**src/rtl/serial_paralelo_pkg.sv**
```systemverilog
// serial_paralelo_pkg: shared FSM state type and default alignment comma for the deserializer
package serial_paralelo_pkg;
  typedef enum logic [1:0] {SEARCH, ALIGN, ACTIVE} state_t;
  localparam logic [15:0] COMMA_DEFAULT = 16'h00BC;
endpackage

```
**src/rtl/serial_paralelo_sync.sv**
```systemverilog
// serial_paralelo_sync: comma-aligned serial-to-parallel deserializer (ports: clk8f, reset, serial_in -> data_out, valid_out, word_stb, locked)
module serial_paralelo_sync
  import serial_paralelo_pkg::*;
#(
  parameter int DATA_W = 8,
  parameter logic [DATA_W-1:0] COMMA = COMMA_DEFAULT[DATA_W-1:0],
  parameter int LOCK_COUNT = 4
) (
  input  logic              clk8f,
  input  logic              reset,
  input  logic              serial_in,
  output logic [DATA_W-1:0] data_out,
  output logic              valid_out,
  output logic              word_stb,
  output logic              locked
);
  localparam int BW = $clog2(DATA_W);
  localparam logic [BW-1:0] LAST = BW'(DATA_W - 1);
  localparam logic [3:0] LC = 4'(LOCK_COUNT);
  state_t r_state, w_state;
  logic [DATA_W-2:0] r_sr;
  logic [BW-1:0] r_bit_cnt, w_bit_cnt;
  logic [3:0] r_comma_cnt, w_comma_cnt;
  logic [DATA_W-1:0] r_data, w_data;
  logic r_valid, w_valid, r_stb, w_stb;
  logic [DATA_W-1:0] w_word;
  logic w_match, w_bound;
  logic [3:0] w_cc_inc;
  logic [BW-1:0] w_bit_wrap;
  assign w_word = {r_sr, serial_in};
  assign w_match = w_word == COMMA;
  assign w_bound = r_bit_cnt == LAST;
  assign w_cc_inc = r_comma_cnt + 4'd1;
  assign w_bit_wrap = w_bound ? '0 : r_bit_cnt + 1'b1;
  always_comb begin
    w_state = r_state;
    w_bit_cnt = r_bit_cnt;
    w_comma_cnt = r_comma_cnt;
    w_data = r_data;
    w_valid = r_valid;
    w_stb = 1'b0;
    unique case (r_state)
      SEARCH: if (w_match) begin
        w_comma_cnt = 4'd1;
        w_bit_cnt = '0;
        w_state = (LC == 4'd1) ? ACTIVE : ALIGN;
      end
      ALIGN: begin
        w_bit_cnt = w_bit_wrap;
        if (w_bound && w_match) begin
          w_comma_cnt = w_cc_inc;
          w_state = (w_cc_inc == LC) ? ACTIVE : ALIGN;
        end else if (w_bound) begin
          w_comma_cnt = '0;
          w_state = SEARCH;
        end
      end
      ACTIVE: begin
        w_bit_cnt = w_bit_wrap;
        if (w_bound) begin
          w_stb = 1'b1;
          w_valid = !w_match;
          w_data = w_match ? r_data : w_word;
        end
      end
      default: w_state = SEARCH;
    endcase
  end
  always_ff @(posedge clk8f) begin
    if (reset) begin
      r_state <= SEARCH;
      r_sr <= '0;
      r_bit_cnt <= '0;
      r_comma_cnt <= '0;
      r_data <= '0;
      r_valid <= 1'b0;
      r_stb <= 1'b0;
    end else begin
      r_state <= w_state;
      r_sr <= w_word[DATA_W-2:0];
      r_bit_cnt <= w_bit_cnt;
      r_comma_cnt <= w_comma_cnt;
      r_data <= w_data;
      r_valid <= w_valid;
      r_stb <= w_stb;
    end
  end
  assign data_out = r_data;
  assign valid_out = r_valid;
  assign word_stb = r_stb;
  assign locked = r_state == ACTIVE;
endmodule

```
**config.mk**
```make
export PLATFORM = sky130hd
export DESIGN_NAME = serial_paralelo_sync
export DESIGN_NICKNAME = d
export VERILOG_FILES = /design/src/rtl/serial_paralelo_pkg.sv /design/src/rtl/serial_paralelo_sync.sv
export SDC_FILE = /design/constraint.sdc
export NUM_CORES = 1
export LEC_CHECK = 0
export CELL_PAD_IN_SITES_DETAIL_PLACEMENT = 0
export CELL_PAD_IN_SITES_GLOBAL_PLACEMENT = 1
export CORE_MARGIN = 4
export CORE_UTILIZATION = 44
export CTS_CLUSTER_SIZE = 12
export DETAILED_ROUTE_END_ITERATION = 16
export PLACE_DENSITY_LB_ADDON = 0.1
export RECOVER_POWER = 100
export SYNTH_ARGS = -nofsm -noshare
export SYNTH_HDL_FRONTEND = slang
export SYNTH_SLANG_ARGS = --single-unit
```
**constraint.sdc**
```tcl
create_clock -name clk8f -period 4.8 [get_ports clk8f]
set_clock_uncertainty 0.2 [all_clocks]
set_input_delay 0.72 -clock clk8f [delete_from_list [all_inputs] [get_ports clk8f]]
set_output_delay 0.72 -clock clk8f [all_outputs]
set_load 0.1 [all_outputs]
```
# Word level (Yosys, flattened, before mapping)
# Index checks and enable logic that the tools add are counted.
# totals
regBits	26
input_bits	3
out_inout_bits	11
word_cells	43
# classes
addsub	2
eq_ne	7
n_mux	13
bitwise	2
reduce_logical	12
# ops
op	count
two-way mux 4 bit	3
AND reduction 3 bit	3
equality test 8 bit (second input constant)	1
two-way mux 2 bit	4
one-hot mux 4 bit (2 select lines)	1
two-way mux 3 bit	2
one-hot mux 2 bit (3 select lines)	1
one-hot mux 3 bit (2 select lines)	1
adder 4 x 1 -> 4 bit (second input constant)	1
equality test 4 x 3 -> 1 bit (second input constant)	1
AND reduction 2 bit	2
nonzero test 2 bit	2
OR reduction 2 bit	2
adder 3 x 1 -> 3 bit (second input constant)	1
equality test 3 bit (second input constant)	1
inequality test 3 bit (second input constant)	1
equality test 2 x 1 -> 1 bit (second input constant)	1
equality test 2 bit (second input constant)	1
logical NOT 2 bit	1
inequality test 2 bit (second input constant)	1
NOT 1 bit	2
logical AND 1 bit	1
logical NOT 1 bit	1
two-way mux 1 bit	1

# Longest topological paths before layout
# Gate-level depths: netlist (run 1).
# logic_depth
depth_word	5
mapped_depth	7
mapped_depth_nobuf	6

# Worst setup path before layout (run 1)
# OpenSTA, ideal clock, no wires.
# synth_timing
kind	reg2reg
startpoint	register r_state[0]
endpoint	register r_data[0] (netlist: data_out[0])
setup_time_ns	0.128
t_arrival_ns	2.202
required_ns	4.472
path_slack_ns	2.271
stages_incl_launch_ff	8
n_path_buf	1
synth_period_minus_slack_ns	2.529
path_cell_list	dfxtp_1 -> inv_1 -> ha_1 -> nand2_1 -> a21oi_1 -> clkbuf_1 -> mux2i_1 -> nor2_1
# synth_via
elab_chain_len	2
# synth_lines
item	line	text
start: declaration	serial_paralelo_sync.sv:20	state_t r_state, w_state;
start signal: assignment	serial_paralelo_sync.sv:79	r_state <= w_state;
equality test 2 bit	--	
via locked	serial_paralelo_sync.sv:15	output logic locked
AND reduction 3 bit (no source line)	--	
end signal: assignment	serial_paralelo_sync.sv:83	r_data <= w_data;
end: declaration	serial_paralelo_sync.sv:24	logic [DATA_W-1:0] r_data, w_data;
# The timed path passes the listed nets, and every way through them passes these cells.
# A chain may end at the register's enable or synchronous reset.

# Worst setup path after layout (run 1)
# layout_timing
startpoint	register r_state[0]
endpoint	output locked
# layout_via
elab_chain_len	1
# layout_lines
item	line	text
equality test 2 bit	serial_paralelo_sync.sv:91	assign locked = r_state == ACTIVE;
end: declaration	serial_paralelo_sync.sv:15	
# Every way passes these cells.

==> results.sh, run 1 <==
export IMPL_p_per_area_nw_per_um2=248
export IMPL_first_global_vias=811
export IMPL_htree_num_levels=1
export IMPL_syn_avg_cell_area_sq_um=9.66
export IMPL_fin_crit_ps=3090
export IMPL_num_rows=18
export IMPL_die_w_um=58.7
export IMPL_final_max_slew_viol_count=0
export IMPL_ioPinCount=14
export IMPL_drc=0
export IMPL_finalCritPeriodShare_pct=64.4
export IMPL_slowest_stage="dlygate4sd3_1"
export IMPL_dpl_hpwl_um=1500
export IMPL_crit_family="buffers and inverters"
export IMPL_port_buffers=13
export IMPL_insertion_delay_ps=310
export IMPL_synth_edff_count=0
export IMPL_drive_gt1_share_pct=4.62
export IMPL_avgRoutedWirePerCell_um=12.4
export IMPL_relSlewSlack_pct=29.2
export IMPL_reg2reg_to="r_comma_cnt[3]$_SDFFE_PP0P_"
export IMPL_grt_total_usage_pct=13.9
export IMPL_cp_depth=3
export IMPL_drt_iter0_drc=22
export IMPL_cellLeakagePower_nw=0.516
export IMPL_worst_r2r_path_depth=4
export IMPL_diodes=0
export IMPL_numCtsBuffers=3
export IMPL_fmax_mhz=324
export IMPL_postRouteAntennaNets=0
export IMPL_critPathKind="flip-flop to primary output"
export IMPL_setup_tns_final_ps=0
export IMPL_viasPerCell=5.23
export IMPL_worst_r2r_startpoint="r_sr[5]$_SDFF_PP0_"
export IMPL_reg2reg_slack_ps=2380
export IMPL_routabilityCongestion=0.673
export IMPL_drt_first_pass_iters=4
export IMPL_syn_instance_count=117
export IMPL_crit_buf_inv=2
export IMPL_synth_flop_cell="dfxtp_1"
export IMPL_clk_path_buf_depth=2
export IMPL_outcome="complete, no violations"
export IMPL_ys_top_cells_by_count="dfxtp_1, nor2_1, mux2i_1, ha_1, nor2b_1"
export IMPL_synth_most_common_cell="dfxtp_1"
export IMPL_antenna_found_initial=0
export IMPL_end_kind="primary output"
export IMPL_nets=142
export IMPL_postPlaceCellArea_sq_um=1290
export IMPL_cts_setup_buffers=0
export IMPL_fillers=225
export IMPL_rsz0062_at_grt="false"
export IMPL_cts_resized=0
export IMPL_clock_sinks=26
export IMPL_ys_warnings_count=0
export IMPL_grt_ovfl_total=0
export IMPL_syn_num_nets=127
export IMPL_synth_top_area_share_pct=46.1
export IMPL_finalPower_w=0.000323
export IMPL_synth_seq_cells=26
export IMPL_hold_viol=0
export IMPL_worstPathMaxFanout=3
export IMPL_critPathMaxStageDelay_ps=1210
export IMPL_core_area_sq_um=2450
export IMPL_path_clk_slew_ps=130
export IMPL_ctsRootBufferMaster="clkbuf_4"
export IMPL_vias=837
export IMPL_worstMarginPinSlew_ps=1060
export IMPL_cts_hold_buffers=0
export IMPL_hp_class="flip-flop to flip-flop"
export IMPL_irDropWorstVdd_mv=0.242
export IMPL_crit_path_end="locked"
export IMPL_synthArstFlopShare_pct=0
export IMPL_crit_arrival_ps=2170
export IMPL_initial_core_util_pct=46.0
export IMPL_yosysSeqAreaShare_pct=46.1
export IMPL_cp_required_ps=3880
export IMPL_synth_area_leaders="dfxtp_1, ha_1, mux2i_1, nor2_1, nor2b_1"
export IMPL_die_h_um=58.7
export IMPL_setup_viol=0
export IMPL_critPathLaunch="r_state[0]$_SDFFE_PP0P_"
export IMPL_wl_um=1990
export IMPL_netlist_area_sq_um=1130
export IMPL_final_cell_area_sq_um=1310
export IMPL_utilization_pct=53.2
export IMPL_crit_chain="inv_1, ha_1, dlygate4sd3_1"
export IMPL_grt_max_degree=23
export IMPL_cap_violations=0
export IMPL_area_growth_pct=15.5
export IMPL_grt_pass1_wl_um=3710
export IMPL_dieArea_sq_um=3440
export IMPL_synth_cell_types=35
export IMPL_cts_tree="done"
export IMPL_start_kind="flip-flop"
export IMPL_synth_largest_area_cell="dfxtp_1"
==> power by group <==
group          internal, W  total [W]  switching [W]
logic           0.00000614  0.0000177      0.0000116
registers         0.000218   0.000219     0.00000158
clock network    0.0000293  0.0000863      0.0000571
total             0.000253   0.000323      0.0000702
==> through the flow <==
| stage | cells | setup slack, ps | hold WS, ps |
|---|---|---|---|
| 2_1_floorplan | 117 | 2270 | 240 |
| 3_3_place_gp | 157 | 1850 | 256 |
| 3_5_place_dp | 157 | 1820 | 265 |
| 4_1_cts | 160 | 1740 | 284 |
| 5_1_grt | 160 | 1580 | 295 |
| 6_report | 160 | 1710 | 281 |
==> cells by family (layout without fill, tap and decap cells) <==
kind of cell / after synthesis / in the layout / share of synthesized area [%]
compound gates: 21 / 21 / 12.6
fa+ha+maj: 7 / 7 / 7.75
buf+inv: 7 / 20 / 2.33
flops: 26 / 26 / 46.1
mux: 8 / 8 / 7.09
simple gates: 48 / 48 / 24.1
==> registers in the layout (all words and copies together), names as in the netlist <==
| signal | cells |
|---|---|
| r_state | 2 |
| word_stb | 1 |
| data_out | 8 |
| r_comma_cnt | 4 |
| valid_out | 1 |
| r_bit_cnt | 3 |
| r_sr | 7 |
==> layer usage <==
metal | wire [um] | GRT usage, % | share of wire (%)
met1 | 1050 | 19.3 | 53
met2 | 860 | 20.7 | 43
met3 | 59 | 3.07 | 3.0
met4 | 15 | 5.83 | 0.75
met5 | 0 | 0 | 0
==> cell type report <==
| class | instances | area [sq um] | share of cell area [%] |
|---|---|---|---|
| Tap cell | 30 | 37.5 | 2.88 |
| Sequential cell | 26 | 520 | 39.9 |
| Timing Repair Buffer | 13 | 130 | 9.97 |
| Multi-Input combinational cell | 84 | 579 | 44.4 |
| Clock buffer | 3 | 22.5 | 1.73 |
| Inverter | 4 | 15.0 | 1.15 |
==> worst min-delay path, delay by kind of cell (launching register included) <==
family	cells	cell delay, ps
DFF	1	340
and+or+nand+nor	1	50
AOI/OAI and AO/OA	1	60
==> cells in the final DEF, fill, tap and decap left out <==
cell type	netlist	routed
a211o_1	1	1
and4_1	1	1
o211ai_1	1	1
nor4b_1	1	1
nor3_1	1	1
a22o_1	1	1
dfxtp_1	26	26
clkbuf_4	0	3
ha_1	7	7
nand2_1	6	6
a21oi_1	4	4
nor2b_1	7	7
mux2i_1	8	8
dlygate4sd3_1	0	13
or4b_1	0	1
and2_1	1	1
o21ai_0	4	5
nand4_1	4	4
nor3_2	1	1
a21boi_0	1	1
and3_1	1	1
nor2_1	14	14
nand3_1	2	2
o21a_1	3	3
nand2b_1	4	4
inv_1	4	4
o31a_1	1	1
a221oi_1	1	1
a32o_1	1	1
or4_4	1	1
nor4_1	2	2
a21o_2	1	1
nand4bb_1	1	1
a31oi_1	1	1
==> worst min path at each step <==
stage	startpoint	end	slack [ps]	cells past startpoint
2_1_floorplan	r_bit_cnt[1]$_SDFFE_PP0P_	r_bit_cnt[1]$_SDFFE_PP0P_	240	2
3_3_place_gp	r_bit_cnt[1]$_SDFFE_PP0P_	r_bit_cnt[1]$_SDFFE_PP0P_	260	2
3_5_place_dp	r_bit_cnt[1]$_SDFFE_PP0P_	r_bit_cnt[1]$_SDFFE_PP0P_	270	2
4_1_cts	r_bit_cnt[2]$_SDFFE_PP0P_	r_bit_cnt[2]$_SDFFE_PP0P_	280	2
5_1_grt	r_bit_cnt[2]$_SDFFE_PP0P_	r_bit_cnt[2]$_SDFFE_PP0P_	290	2
6_report	r_bit_cnt[2]$_SDFFE_PP0P_	r_bit_cnt[2]$_SDFFE_PP0P_	280	2
Power figures use the tool's default switching activity.
==> inputs of run 2 (changes only) <==
Settings changed: CORE_UTILIZATION 44 to 41.
Clock period 4.8 ns to 2.9 ns, I/O delays scaled along.
==> run 2 against run 1 <==
  * Via count increased by 3.5%
  * Hold slack got worse by 3.8 ps
  * Combinational power increased by 72%
  * First-iteration DRC count decreased by 23%
  * Setup slack got worse by 1300 ps
  * Clock power increased by 73%
  * Critical endpoint is now r_comma_cnt[3]$_SDFFE_PP0P_
  * Largest cell class unchanged
  * Highest routed layer unchanged
==> results.sh, run 2 (synthesis gave the netlist of run 1 again) <==
export IMPL_dr_max_layer_used="met4"
export IMPL_cts_tree="done"
export IMPL_dieArea_sq_um=3660
export IMPL_die_h_um=60.5
export IMPL_cellLeakagePower_nw=0.455
export IMPL_p_per_area_nw_per_um2=437
export IMPL_nets=144
export IMPL_grt_max_degree=14
export IMPL_cap_violations=0
export IMPL_largest_reg_flops=8
export IMPL_fmax_mhz=400
export IMPL_clk_path_buf_depth=2
export IMPL_rsz0062_at_grt="false"
export IMPL_drt_first_pass_iters=4
export IMPL_final_common_cell="dfxtp_1"
export IMPL_cts_setup_buffers=0
export IMPL_core_area_sq_um=2540
export IMPL_cts_hold_buffers=0
export IMPL_postRouteAntennaNets=0
export IMPL_hp_class="flip-flop to flip-flop"
export IMPL_mostFrequentLayoutCells="dfxtp_1, nor2_1, clkbuf_1"
export IMPL_finalPower_w=0.000543
export IMPL_outcome="complete, no violations"
export IMPL_wl_met2_um=957
export IMPL_port_buffers=13
export IMPL_htree_num_levels=1
export IMPL_grt_total_usage_pct=13.4
export IMPL_routabilityCongestion=0.699
export IMPL_drt_iter0_drc=17
export IMPL_cp_required_ps=2920
export IMPL_path_clk_slew_ps=130
export IMPL_timing_hold_ws_ps=277
export IMPL_hold_viol=0
export IMPL_die_w_um=60.5
export IMPL_drive_gt1_share_pct=4.55
export IMPL_setup_tns_final_ps=0
export IMPL_num_rows=18
export IMPL_ctsRootBufferMaster="clkbuf_4"
export IMPL_dpl_hpwl_um=1600
export IMPL_drc=0
export IMPL_irDropWorstVdd_mv=0.237
export IMPL_route_met3_wl_um=61
export IMPL_area_growth_pct=10.1
export IMPL_viasPerCell=5.35
export IMPL_avgRoutedWirePerCell_um=12.9
export IMPL_initial_core_util_pct=44.4
export IMPL_worstPathMaxFanout=5
export IMPL_first_global_vias=783
export IMPL_wl_um=2090
export IMPL_grt_pass1_wl_um=3710
export IMPL_end_kind="flip-flop"
export IMPL_finalCritPeriodShare_pct=86.2
export IMPL_numCtsBuffers=3
export IMPL_diodes=0
export IMPL_ioPinCount=14
export IMPL_crit_arrival_ps=2520
export IMPL_relSlewSlack_pct=22.4
export IMPL_met1_length_um=1050
export IMPL_antenna_found_initial=0
export IMPL_final_max_slew_viol_count=0
export IMPL_critPathKind="input pin to flip-flop"
export IMPL_clock_sinks=26
export IMPL_vias=866
export IMPL_grt_ovfl_total=0
export IMPL_insertion_delay_ps=310
export IMPL_setup_viol=0
export IMPL_worstMarginPinSlew_ps=1170
export IMPL_cts_resized=0
export IMPL_fin_crit_ps=2500
export IMPL_start_kind="input pin"
-- run 2: cell count changes in the layout (fill, tap and decap cells not counted) --
cell / previous run / this run
dlygate4sd3_1: 13 / 2
clkbuf_1: 0 / 13
-- run 2: per-stage QoR --
step	util, %	setup WS, ps	cells	area (sq um)
2_1_floorplan	-	371	117	1130
3_3_place_gp	50.0	367	159	1270
3_5_place_dp	50.0	354	159	1270
4_1_cts	50.9	506	162	1300
5_1_grt	48.9	197	162	1240
6_report	48.9	400	162	1240
-- run 2: per-layer routing --
layer / GRT usage (%) / vias to the layer above
li1: - / 450
met1: 17.8 / 406
met2: 21.3 / 8
met3: 2.55 / 2
met4: 5.57 / 0
met5: 0 / -
-- run 2: final cells by class --
type                       count  area (sq um)
multi-input combinational     84           579
tap                           30          37.5
fill                         258          1300
inverter                       4          15.0
clock buffer                   3          22.5
sequential                    26           520
timing repair buffer          15          68.8
-- run 2: power by group --
group	switching, W	internal [W]
logic	0.0000195	0.0000109
registers	0.00000279	0.000361
clock network	0.000101	0.0000486
-- run 2: worst paths after layout --
kind,cells past startpoint,endpoint,slack [ps],start
max,5,r_comma_cnt[3]$_SDFFE_PP0P_,400,serial_in
max reg2reg,6,data_out[5]$_SDFFE_PP0P_,530,r_bit_cnt[0]$_SDFFE_PP0P_
min reg2reg,2,r_bit_cnt[1]$_SDFFE_PP0P_,280,r_bit_cnt[1]$_SDFFE_PP0P_
min,2,r_bit_cnt[1]$_SDFFE_PP0P_,280,r_bit_cnt[1]$_SDFFE_PP0P_
-- run 2: worst max-delay path, stage by stage --
cell,delay [ps]
dlygate4sd3_1,580
or4b_1,610
o21ai_0,390
a21oi_1,180
a211o_1,320
